<file path="config.mk">
export PLATFORM = sky130hd
export DESIGN_NAME = snake_body_control
export DESIGN_NICKNAME = d
export VERILOG_FILES = /design/src/rtl/snake_pkg.sv /design/src/rtl/snake_next_head.sv /design/src/rtl/snake_body_control.sv
export SDC_FILE = /design/constraint.sdc
export NUM_CORES = 1
export LEC_CHECK = 0
export CORE_ASPECT_RATIO = 2
export CORE_MARGIN = 2
export CORE_UTILIZATION = 60
export DETAILED_ROUTE_END_ITERATION = 10
export PLACE_DENSITY = 0.77
export SYNTH_ARGS = -nofsm -noshare
export SYNTH_HDL_FRONTEND = slang
export SYNTH_SLANG_ARGS = --single-unit
</file>
<file path="constraint.sdc">
create_clock -name CLK -period 17.8 [get_ports CLK]
set_clock_uncertainty 0.05 [all_clocks]
set_input_delay 1.78 -clock CLK [delete_from_list [all_inputs] [get_ports CLK]]
set_output_delay 1.78 -clock CLK [all_outputs]
set_load 0.02 [all_outputs]
</file>
<file path="src/rtl/snake_pkg.sv">
// Shared types and constants for the snake body datapath.
// Latency: none (declarations only).
// Backpressure: none.
package snake_pkg;

  localparam int X_W = 8;
  localparam int Y_W = 7;

  typedef enum logic [1:0] {
    DIR_UP    = 2'b00,
    DIR_RIGHT = 2'b01,
    DIR_DOWN  = 2'b10,
    DIR_LEFT  = 2'b11
  } dir_t;

  localparam logic [1:0] MSM_GAME = 2'b01;

  localparam logic [11:0] COLOUR_HEAD   = 12'hFF0;
  localparam logic [11:0] COLOUR_BODY   = 12'h0F0;
  localparam logic [11:0] COLOUR_TARGET = 12'hF00;
  localparam logic [11:0] COLOUR_BG     = 12'h00F;

  // Packs exactly like TARGET_ADDR: {X, Y}.
  typedef struct packed {
    logic [X_W-1:0] x;
    logic [Y_W-1:0] y;
  } coord_t;

endpackage

</file>
<file path="src/rtl/snake_next_head.sv">
// Next head position with toroidal wrap at the play-field edges.
// Latency: combinational.
// Backpressure: none.
module snake_next_head
  import snake_pkg::*;
(
  input  logic [X_W-1:0] x,
  input  logic [Y_W-1:0] y,
  input  dir_t           dir,
  input  logic [X_W-1:0] max_x,
  input  logic [Y_W-1:0] max_y,
  output logic [X_W-1:0] nxt_x,
  output logic [Y_W-1:0] nxt_y
);

  always_comb begin
    nxt_x = x;
    nxt_y = y;
    case (dir)
      DIR_UP:    nxt_y = (y == '0)    ? max_y : y - Y_W'(1);
      DIR_DOWN:  nxt_y = (y == max_y) ? '0    : y + Y_W'(1);
      DIR_RIGHT: nxt_x = (x == max_x) ? '0    : x + X_W'(1);
      DIR_LEFT:  nxt_x = (x == '0)    ? max_x : x - X_W'(1);
      default: ;
    endcase
  end

endmodule

</file>
<file path="src/rtl/snake_body_control.sv">
// Snake segment shift register, growth/collision evaluation and pixel colouring.
// Latency: move on REF edge, evaluation one cycle later, colour one cycle after ADDRESS.
// Backpressure: none; REF is ignored outside GAME or after a self collision.
module snake_body_control
  import snake_pkg::*;
#(
  parameter int MAX_LENGTH  = 32,
  parameter int INIT_LENGTH = 3,
  parameter int MAX_X       = 159,
  parameter int MAX_Y       = 119,
  parameter int START_X     = 80,
  parameter int START_Y     = 100
) (
  input  logic                                CLK,
  input  logic                                RESET,
  input  logic [1:0]                          MSM_State,
  input  logic [1:0]                          NSM_State,
  input  logic [14:0]                         TARGET_ADDR,
  input  logic [18:0]                         ADDRESS,
  input  logic                                REF,
  output logic [11:0]                         COLOUR_OUT,
  output logic                                REACHED_TARGET,
  output logic                                SELF_COLLISION,
  output logic [$clog2(MAX_LENGTH+1)-1:0]     SNAKE_LENGTH
);

  localparam int             LEN_W = $clog2(MAX_LENGTH + 1);
  localparam coord_t         START = '{x: X_W'(START_X), y: Y_W'(START_Y)};
  localparam logic [X_W-1:0] LIM_X = X_W'(MAX_X);
  localparam logic [Y_W-1:0] LIM_Y = Y_W'(MAX_Y);

  coord_t         seg [MAX_LENGTH];
  coord_t         head;
  coord_t         target;
  coord_t         pixel;
  coord_t         next_head;
  logic [X_W-1:0] nxt_x;
  logic [Y_W-1:0] nxt_y;
  logic           move_vld;
  logic           eval_vld;
  logic           head_on_target;
  logic           body_hit;
  logic           pix_on_body;
  logic [11:0]    colour_nxt;
  logic           unused_addr_bits;

  assign head             = seg[0];
  assign target           = coord_t'(TARGET_ADDR);
  assign pixel            = '{x: ADDRESS[18:11], y: ADDRESS[8:2]};
  assign unused_addr_bits = ^{ADDRESS[10:9], ADDRESS[1:0]};
  assign move_vld         = REF && (MSM_State == MSM_GAME) && !SELF_COLLISION;
  assign head_on_target   = (head == target);
  assign next_head        = '{x: nxt_x, y: nxt_y};

  snake_next_head u_next_head (
    .x     (head.x),
    .y     (head.y),
    .dir   (dir_t'(NSM_State)),
    .max_x (LIM_X),
    .max_y (LIM_Y),
    .nxt_x (nxt_x),
    .nxt_y (nxt_y)
  );

  // Index 0 is the head itself, so the self-hit search starts at 1.
  always_comb begin
    body_hit = 1'b0;
    for (int i = 1; i < MAX_LENGTH; i++) begin
      if ((LEN_W'(i) < SNAKE_LENGTH) && (seg[i] == head)) body_hit = 1'b1;
    end
  end

  always_comb begin
    pix_on_body = 1'b0;
    for (int i = 0; i < MAX_LENGTH; i++) begin
      if ((LEN_W'(i) < SNAKE_LENGTH) && (seg[i] == pixel)) pix_on_body = 1'b1;
    end
  end

  always_comb begin
    colour_nxt = COLOUR_BG;
    if (MSM_State == MSM_GAME) begin
      if (pixel == head)        colour_nxt = COLOUR_HEAD;
      else if (pix_on_body)     colour_nxt = COLOUR_BODY;
      else if (pixel == target) colour_nxt = COLOUR_TARGET;
    end
  end

  // Inactive tail entries keep shifting so growth reveals the old tail.
  always_ff @(posedge CLK) begin
    if (RESET) begin
      for (int i = 0; i < MAX_LENGTH; i++) seg[i] <= START;
    end else if (move_vld) begin
      seg[0] <= next_head;
      for (int i = 1; i < MAX_LENGTH; i++) seg[i] <= seg[i-1];
    end
  end

  always_ff @(posedge CLK) begin
    if (RESET) begin
      eval_vld       <= 1'b0;
      REACHED_TARGET <= 1'b0;
      SELF_COLLISION <= 1'b0;
      SNAKE_LENGTH   <= LEN_W'(INIT_LENGTH);
      COLOUR_OUT     <= COLOUR_BG;
    end else begin
      eval_vld       <= move_vld;
      REACHED_TARGET <= eval_vld && head_on_target;
      COLOUR_OUT     <= colour_nxt;
      if (eval_vld && head_on_target && (SNAKE_LENGTH != LEN_W'(MAX_LENGTH)))
        SNAKE_LENGTH <= SNAKE_LENGTH + LEN_W'(1);
      if (eval_vld && body_hit)
        SELF_COLLISION <= 1'b1;
    end
  end

endmodule

</file>
==> impl_metrics.py, run 1 <==
metrics = {
    "logic_synthesis": {
        "syn_area_sq_um": 30590,
        "syn-instance-count": 2700,
        "synth_most_common_cell": "xor2_1",
        "yosysTopAreaCell": "edfxtp_1",
        "synth-edff-count": 480,
        "ys_ff_latch": 492,
        "async_flop_share_pct": 0,
        "synth_fp_nets": 2747,
        "synth_area_leaders": "edfxtp_1 (47%), xor2_1 (18%), xnor2_1 (11%)",
        "avgSynthCellArea_sq_um": 11.33,
        "synth-seq-area-share_pct": 47.90,
        "yosysUniqueCellTypes": 51,
        "synth_common_cells": "xor2_1 (614), edfxtp_1 (480), xnor2_1 (372)",
        "synth_flop_cell": "edfxtp_1",
        "yosysWarnings": 0,
        "synth_top_area_share_pct": 47.12,
    },
    "job": {
        "cap_violations": 0,
    },
    "grt": {
        "grt.overflow.total": 0,
        "grt_pass1_vias": 23420,
        "grt_max_degree": 198,
        "grt_usage_pct": 40.05,
        "antenna_found_initial": 1,
        "grt_pass1_wl_microns": 151400,
    },
    "die": {
        "die_w_microns": 163.7,
        "start_util_pct": 60.40,
        "die-area_sq_um": 52920,
        "core-area_sq_um": 50650,
        "ioPinCount": 61,
        "rows": 117,
        "die_height_microns": 323.3,
    },
    "route": {
        "wl_per_cell_microns": 31.67,
        "initialDrtViolationCount": 2662,
        "drc": 0,
        "finalWirelength_microns": 105500,
        "viasPerCell": 6.850,
        "vias": 22830,
        "ant_nets": 0,
        "drt-pass1-iter-count": 5,
    },
    "layout": {
        "drive_gt1_share_pct": 8.256,
        "syn_to_final_growth_pct": 6.981,
        "multi_input_area_sq_um": 14830,
        "post-route-util_pct": 64.61,
        "final-seq-area_sq_um": 14650,
        "fill_cells": 3971,
        "fin_nets": 2689,
    },
    "pwr": {
        "combPwrFrac_pct": 12.4,
        "p_per_area_nw_per_um2": 83.96,
        "worst_ir_drop_vdd_uv": 84.34,
        "p_sw_share_pct": 26.95,
        "seqPwrFrac_pct": 50.7,
        "switching_power_uw": 740.4,
        "leakage_uw": 0.01116,
        "clockPowerShare_pct": 37.0,
        "intPower_uw": 2007,
    },
    "critical_path": {
        "critPathTopFamily": "buffers and inverters",
        "crit_path_max_fanout": 197,
        "crit_path_end_kind": "flop",
        "critPathKind": "input port to flop",
        "worstSetupPathDepth": 6,
        "arrival_ns": 5.75,
        "cp_cell_sequence": "clkbuf_8 > inv_2 > buf_4 > nand2_4 > buf_4 > buf_12",
        "reg2reg_depth": 8,
        "cp.required_ns": 17.97,
        "critPathMostFrequentCell": "buf_4",
        "crit_buf_inv": 5,
        "slowest_delay_ns": 1.00,
        "start_kind": "input port",
        "cp_slowest_cell": "buf_4",
    },
    "cts": {
        "cts-buffers-inserted": 46,
        "cts_tree": "done",
        "post-cts-setup-buffer-count": 0,
        "clock_path_buffers": 3,
        "cts_root_buf": "clkbuf_16",
        "clock_sinks": 492,
        "hold_buffers": 0,
        "clock_latency_ns": 0.61,
        "cts_max_level": 2,
        "clk_pin_slew_ns": 0.07,
        "post_cts_resized": 0,
    },
    "run_status": {
        "status": "finished, final reports clean",
    },
    "sta": {
        "hold_slack_ns": 0.4989,
        "slew_headroom_pct": 20.58,
        "final.setup.tns_ns": 0,
        "worst_pin_slew_ns": 1.180,
        "period_minus_slack_ns": 5.579,
        "finalHoldViolCount": 0,
        "setup_violations": 0,
        "rsz0062_at_grt": "false",
        "period_share_pct": 31.34,
        "report.final.slew_viol_count": 0,
        "max_freq_mhz": 179.2,
    },
    "min_path": {
        "whs_path_depth": 2,
        "hold_path_class": "flop to flop",
    },
    "place": {
        "place.gp.congestion": 0.9504,
        "dp_hpwl_microns": 67410,
        "port_buffers": 56,
    },
}
worst reg2reg max path, cell delays in order, from the launching register on:
cell and delay (ns):
dfxtp_1 0.49, nor2_1 0.94, nand2_1 0.50, nand4_1 0.23, nor4_1 0.14, nor4_1 0.46
nand4_1 0.29, o31a_1 0.47, a21oi_1 0.37
cells by family after synthesis:
family,share of synthesized area (%)
AOI/OAI and AO/OA,1.747
xor gates and xnor gates,28.39
adders and majority gates,0.2454
buffers and inverters,3.775
DFF,47.90
muxes,0.03272
and+or+nand+nor,17.91
layout by cell type (no fill, tap or decap), types with 18 or more instances in the layout:
cell type	Yosys	final
clkbuf_16	0	47
o21ai_0	18	18
and3_1	104	104
xor2_1	614	614
buf_4	38	54
nand2_1	37	36
nand3_1	25	25
nor4_1	179	178
and2_1	71	71
clkdlybuf4s50_1	0	40
or3_1	88	88
nand4_1	116	116
edfxtp_1	480	480
nor2b_1	142	142
nor2_1	32	32
xnor2_1	372	372
or2_2	71	71
a21oi_1	22	22
per-layer routing:
metal	GRT usage, %	part of all wire (%)	vias to the layer above
met1	40.79	30	11099
met2	66.45	48	1704
met4	38.64	12	2
li1	-	-	9323
met5	0	0.020	-
met3	9.040	9.5	702
through the flow:
stage	std cells	cell area, sq um	power (uW)	setup slack (ns)
2_1_floorplan	2700	30590	1662	4.617
3_3_place_gp	3247	31230	1733	11.79
3_5_place_dp	3247	31230	1744	11.73
4_1_cts	3330	32710	2737	12.35
5_1_grt	3331	32720	2809	12.03
6_report	3333	32730	2748	12.22
sequential cells by signal, summed over array words and instances, names as in the netlist:
| signal | count |
|---|---|
| REACHED_TARGET | 1 |
| SELF_COLLISION | 1 |
| SNAKE_LENGTH | 6 |
| COLOUR_OUT | 3 |
| eval_vld | 1 |
| seg | 480 |
layout make-up:
cell class,count,area share (%)
Multi-Input combinational cell,1983,45.31
Timing Repair Buffer,111,2.795
Sequential cell,492,44.78
Inverter,8,0.09175
Tap cell,654,2.500
Clock inverter,26,0.7149
Clock buffer,57,3.800
Antenna cell,2,0.01529
power by group through the flow:
stage | sequential (uW) | combinational (uW) | clock [uW]
after floorplan | 1420 | 245 | 0
after global placement | 1410 | 320 | 0
after detailed placement | 1410 | 330 | 0
after CTS | 1390 | 332 | 1020
after global routing | 1390 | 359 | 1060
final | 1390 | 339 | 1020
final timing paths:
check | startpoint | endpoint | slack (ns)
max | RESET | seg[22][6]$_SDFFCE_PP1P_ | 12.22
min | eval_vld$_SDFF_PP0_ | SELF_COLLISION$_SDFFE_PP0P_ | 0.50
max reg2reg | SNAKE_LENGTH[4]$_SDFFE_PP0P_ | COLOUR_OUT[3]$_SDFF_PP1_ | 13.73
min reg2reg | eval_vld$_SDFF_PP0_ | SELF_COLLISION$_SDFFE_PP0P_ | 0.50
Note: power is estimated with default switching activity, not from simulation.
==> run 2, diff against run 1 <==
Clock period 17.8 ns to 5.7 ns, I/O delays scaled along.
==> run 2 against run 1 <==
  * Total power grew to 3.2 times the previous value
  * Cell count is 1.1% higher
  * Combinational power grew to 3.2 times the previous value
  * Non-clock buffer count up 31
  * Register-to-register slack worse by 12 ns
  * Largest cell class unchanged
  * Wire length rose by 2.8%
==> impl_metrics.py, run 2 (synthesis gave the netlist of run 1 again) <==
metrics = {
    "run_status": {
        "status": "finished, final reports clean",
    },
    "sta": {
        "slew_headroom_pct": 10.09,
        "finalHoldViolCount": 0,
        "report.final.slew_viol_count": 0,
        "worst_pin_slew_ns": 1.349,
        "final.setup.tns_ns": 0,
        "period_share_pct": 67.48,
        "period_minus_slack_ns": 3.846,
        "hold_slack_ns": 0.5027,
        "max_freq_mhz": 260.0,
        "setup_violations": 0,
        "rsz0062_at_grt": "false",
    },
    "critical_path": {
        "critPathKind": "flop to flop",
        "crit_path_end_kind": "flop",
        "cp.required_ns": 6.08,
        "reg2reg_depth": 8,
        "crit_path_max_fanout": 15,
        "start_kind": "flop",
        "r2r_end": "SELF_COLLISION$_SDFFE_PP0P_",
        "startpoint": "seg[0][3]$_SDFFCE_PN0P_",
        "arrival_ns": 4.23,
        "r2r_slack_ns": 1.85,
        "rr_startpoint": "seg[0][3]$_SDFFCE_PN0P_",
    },
    "layout": {
        "fin_cells": 3368,
        "regMostFlops": "seg",
        "post-route-util_pct": 65.62,
        "drive_gt1_share_pct": 9.325,
        "layout_commonest_cell": "xor2_1",
        "multi_input_area_sq_um": 14840,
        "reg_top3": "seg (480), SNAKE_LENGTH (6), COLOUR_OUT (3)",
        "largest_reg_flops": 480,
        "fill_cells": 3888,
        "syn_to_final_growth_pct": 8.650,
        "final-seq-area_sq_um": 14650,
        "fin_nets": 2721,
        "final_cell_mix": "xor2_1 (614), edfxtp_1 (480), xnor2_1 (372)",
    },
    "cts": {
        "cts_tree": "done",
        "hold_buffers": 0,
        "cts_max_level": 2,
        "post_cts_resized": 0,
        "cts-buffers-inserted": 47,
        "cts_root_buf": "clkbuf_16",
        "clock_sinks": 492,
        "clk_pin_slew_ns": 0.06,
        "clock_latency_ns": 0.60,
        "post-cts-setup-buffer-count": 0,
        "clock_path_buffers": 3,
    },
    "die": {
        "core-area_sq_um": 50650,
        "die_height_microns": 323.3,
        "rows": 117,
        "die_w_microns": 163.7,
        "die-area_sq_um": 52920,
        "ioPinCount": 61,
        "start_util_pct": 60.40,
    },
    "place": {
        "place_inst": 3279,
        "port_buffers": 56,
        "dp_hpwl_microns": 73300,
        "place.gp.congestion": 1.006,
    },
    "pwr": {
        "power_uw": 8739,
        "p_per_area_nw_per_um2": 262.9,
        "leakage_uw": 0.01141,
        "worst_ir_drop_vdd_uv": 288.6,
    },
    "min_path": {
        "hold_end": "SELF_COLLISION$_SDFFE_PP0P_",
        "whs_path_depth": 2,
        "hold_path_class": "flop to flop",
        "worstHoldStart": "eval_vld$_SDFF_PP0_",
    },
    "route": {
        "vias": 23140,
        "drt-pass1-iter-count": 6,
        "ant_nets": 0,
        "wl_per_cell_microns": 32.23,
        "viasPerCell": 6.871,
        "drc": 0,
        "finalWirelength_microns": 108500,
        "initialDrtViolationCount": 2799,
    },
    "job": {
        "cap_violations": 0,
    },
    "grt": {
        "grt.overflow.total": 0,
        "grt_usage_pct": 41.13,
        "antenna_found_initial": 1,
        "grt_pass1_vias": 23721,
        "grt_max_degree": 124,
        "grt_pass1_wl_microns": 154900,
    },
}
==> run 2: cell types whose count changed in the layout (fill, tap and decap cells not counted), moves of 2 or more <==
cell | before | now
bufinv_16 | 4 | 7
buf_4 | 54 | 69
buf_12 | 1 | 17
clkinv_2 | 7 | 9
clkbuf_8 | 4 | 1
clkbuf_1 | 7 | 10
==> run 2: layout make-up <==
cell class | count | area share [%]
tap | 654 | 2.462
clock buffer | 57 | 3.651
clock inverter | 31 | 1.009
timing repair buffer | 142 | 4.054
sequential | 492 | 44.09
antenna | 1 | 0.007529
multi-input combinational | 1983 | 44.64
inverter | 8 | 0.09034
==> run 2: worst max-delay path, stage by stage (launching register included) <==
cell	delay, ns
edfxtp_1	1.25
buf_4	0.44
xor2_1	0.18
nor4_1	0.09
nand4_1	0.10
nor4_1	0.11
or4_1	0.49
nor4_1	0.76
a311oi_1	0.20
==> run 2: routing by layer <==
metal / routed length, microns / vias up / GRT usage [%]
li1: - / 9390 / -
met1: 32050 / 11237 / 41.34
met2: 51950 / 1744 / 68.24
met3: 10340 / 769 / 9.052
met4: 14190 / 0 / 41.29
met5: 0 / - / 0
==> run 2: how the worst max path moves through the flow <==
stage | endpoint
after CTS | SELF_COLLISION$_SDFFE_PP0P_
final | SELF_COLLISION$_SDFFE_PP0P_
after global routing | COLOUR_OUT[10]$_SDFF_PP0_
after floorplan | seg[10][0]$_SDFFCE_PN0P_
after detailed placement | COLOUR_OUT[3]$_SDFF_PP1_
after global placement | COLOUR_OUT[3]$_SDFF_PP1_
==> run 2: where the power goes <==
group / internal [uW] / switching [uW]
registers: 4140 / 230
logic: 424 / 667
clock network: 1840 / 1440
total: 6400 / 2340
==> run 2: metrics by stage <==
step | setup WS (ns) | instance area (sq um)
floorplan | 0.9426 | 30600
global placement | 1.768 | 31680
detailed placement | 1.788 | 31680
CTS | 2.109 | 33230
global route | 1.793 | 33240
finish | 1.854 | 33240
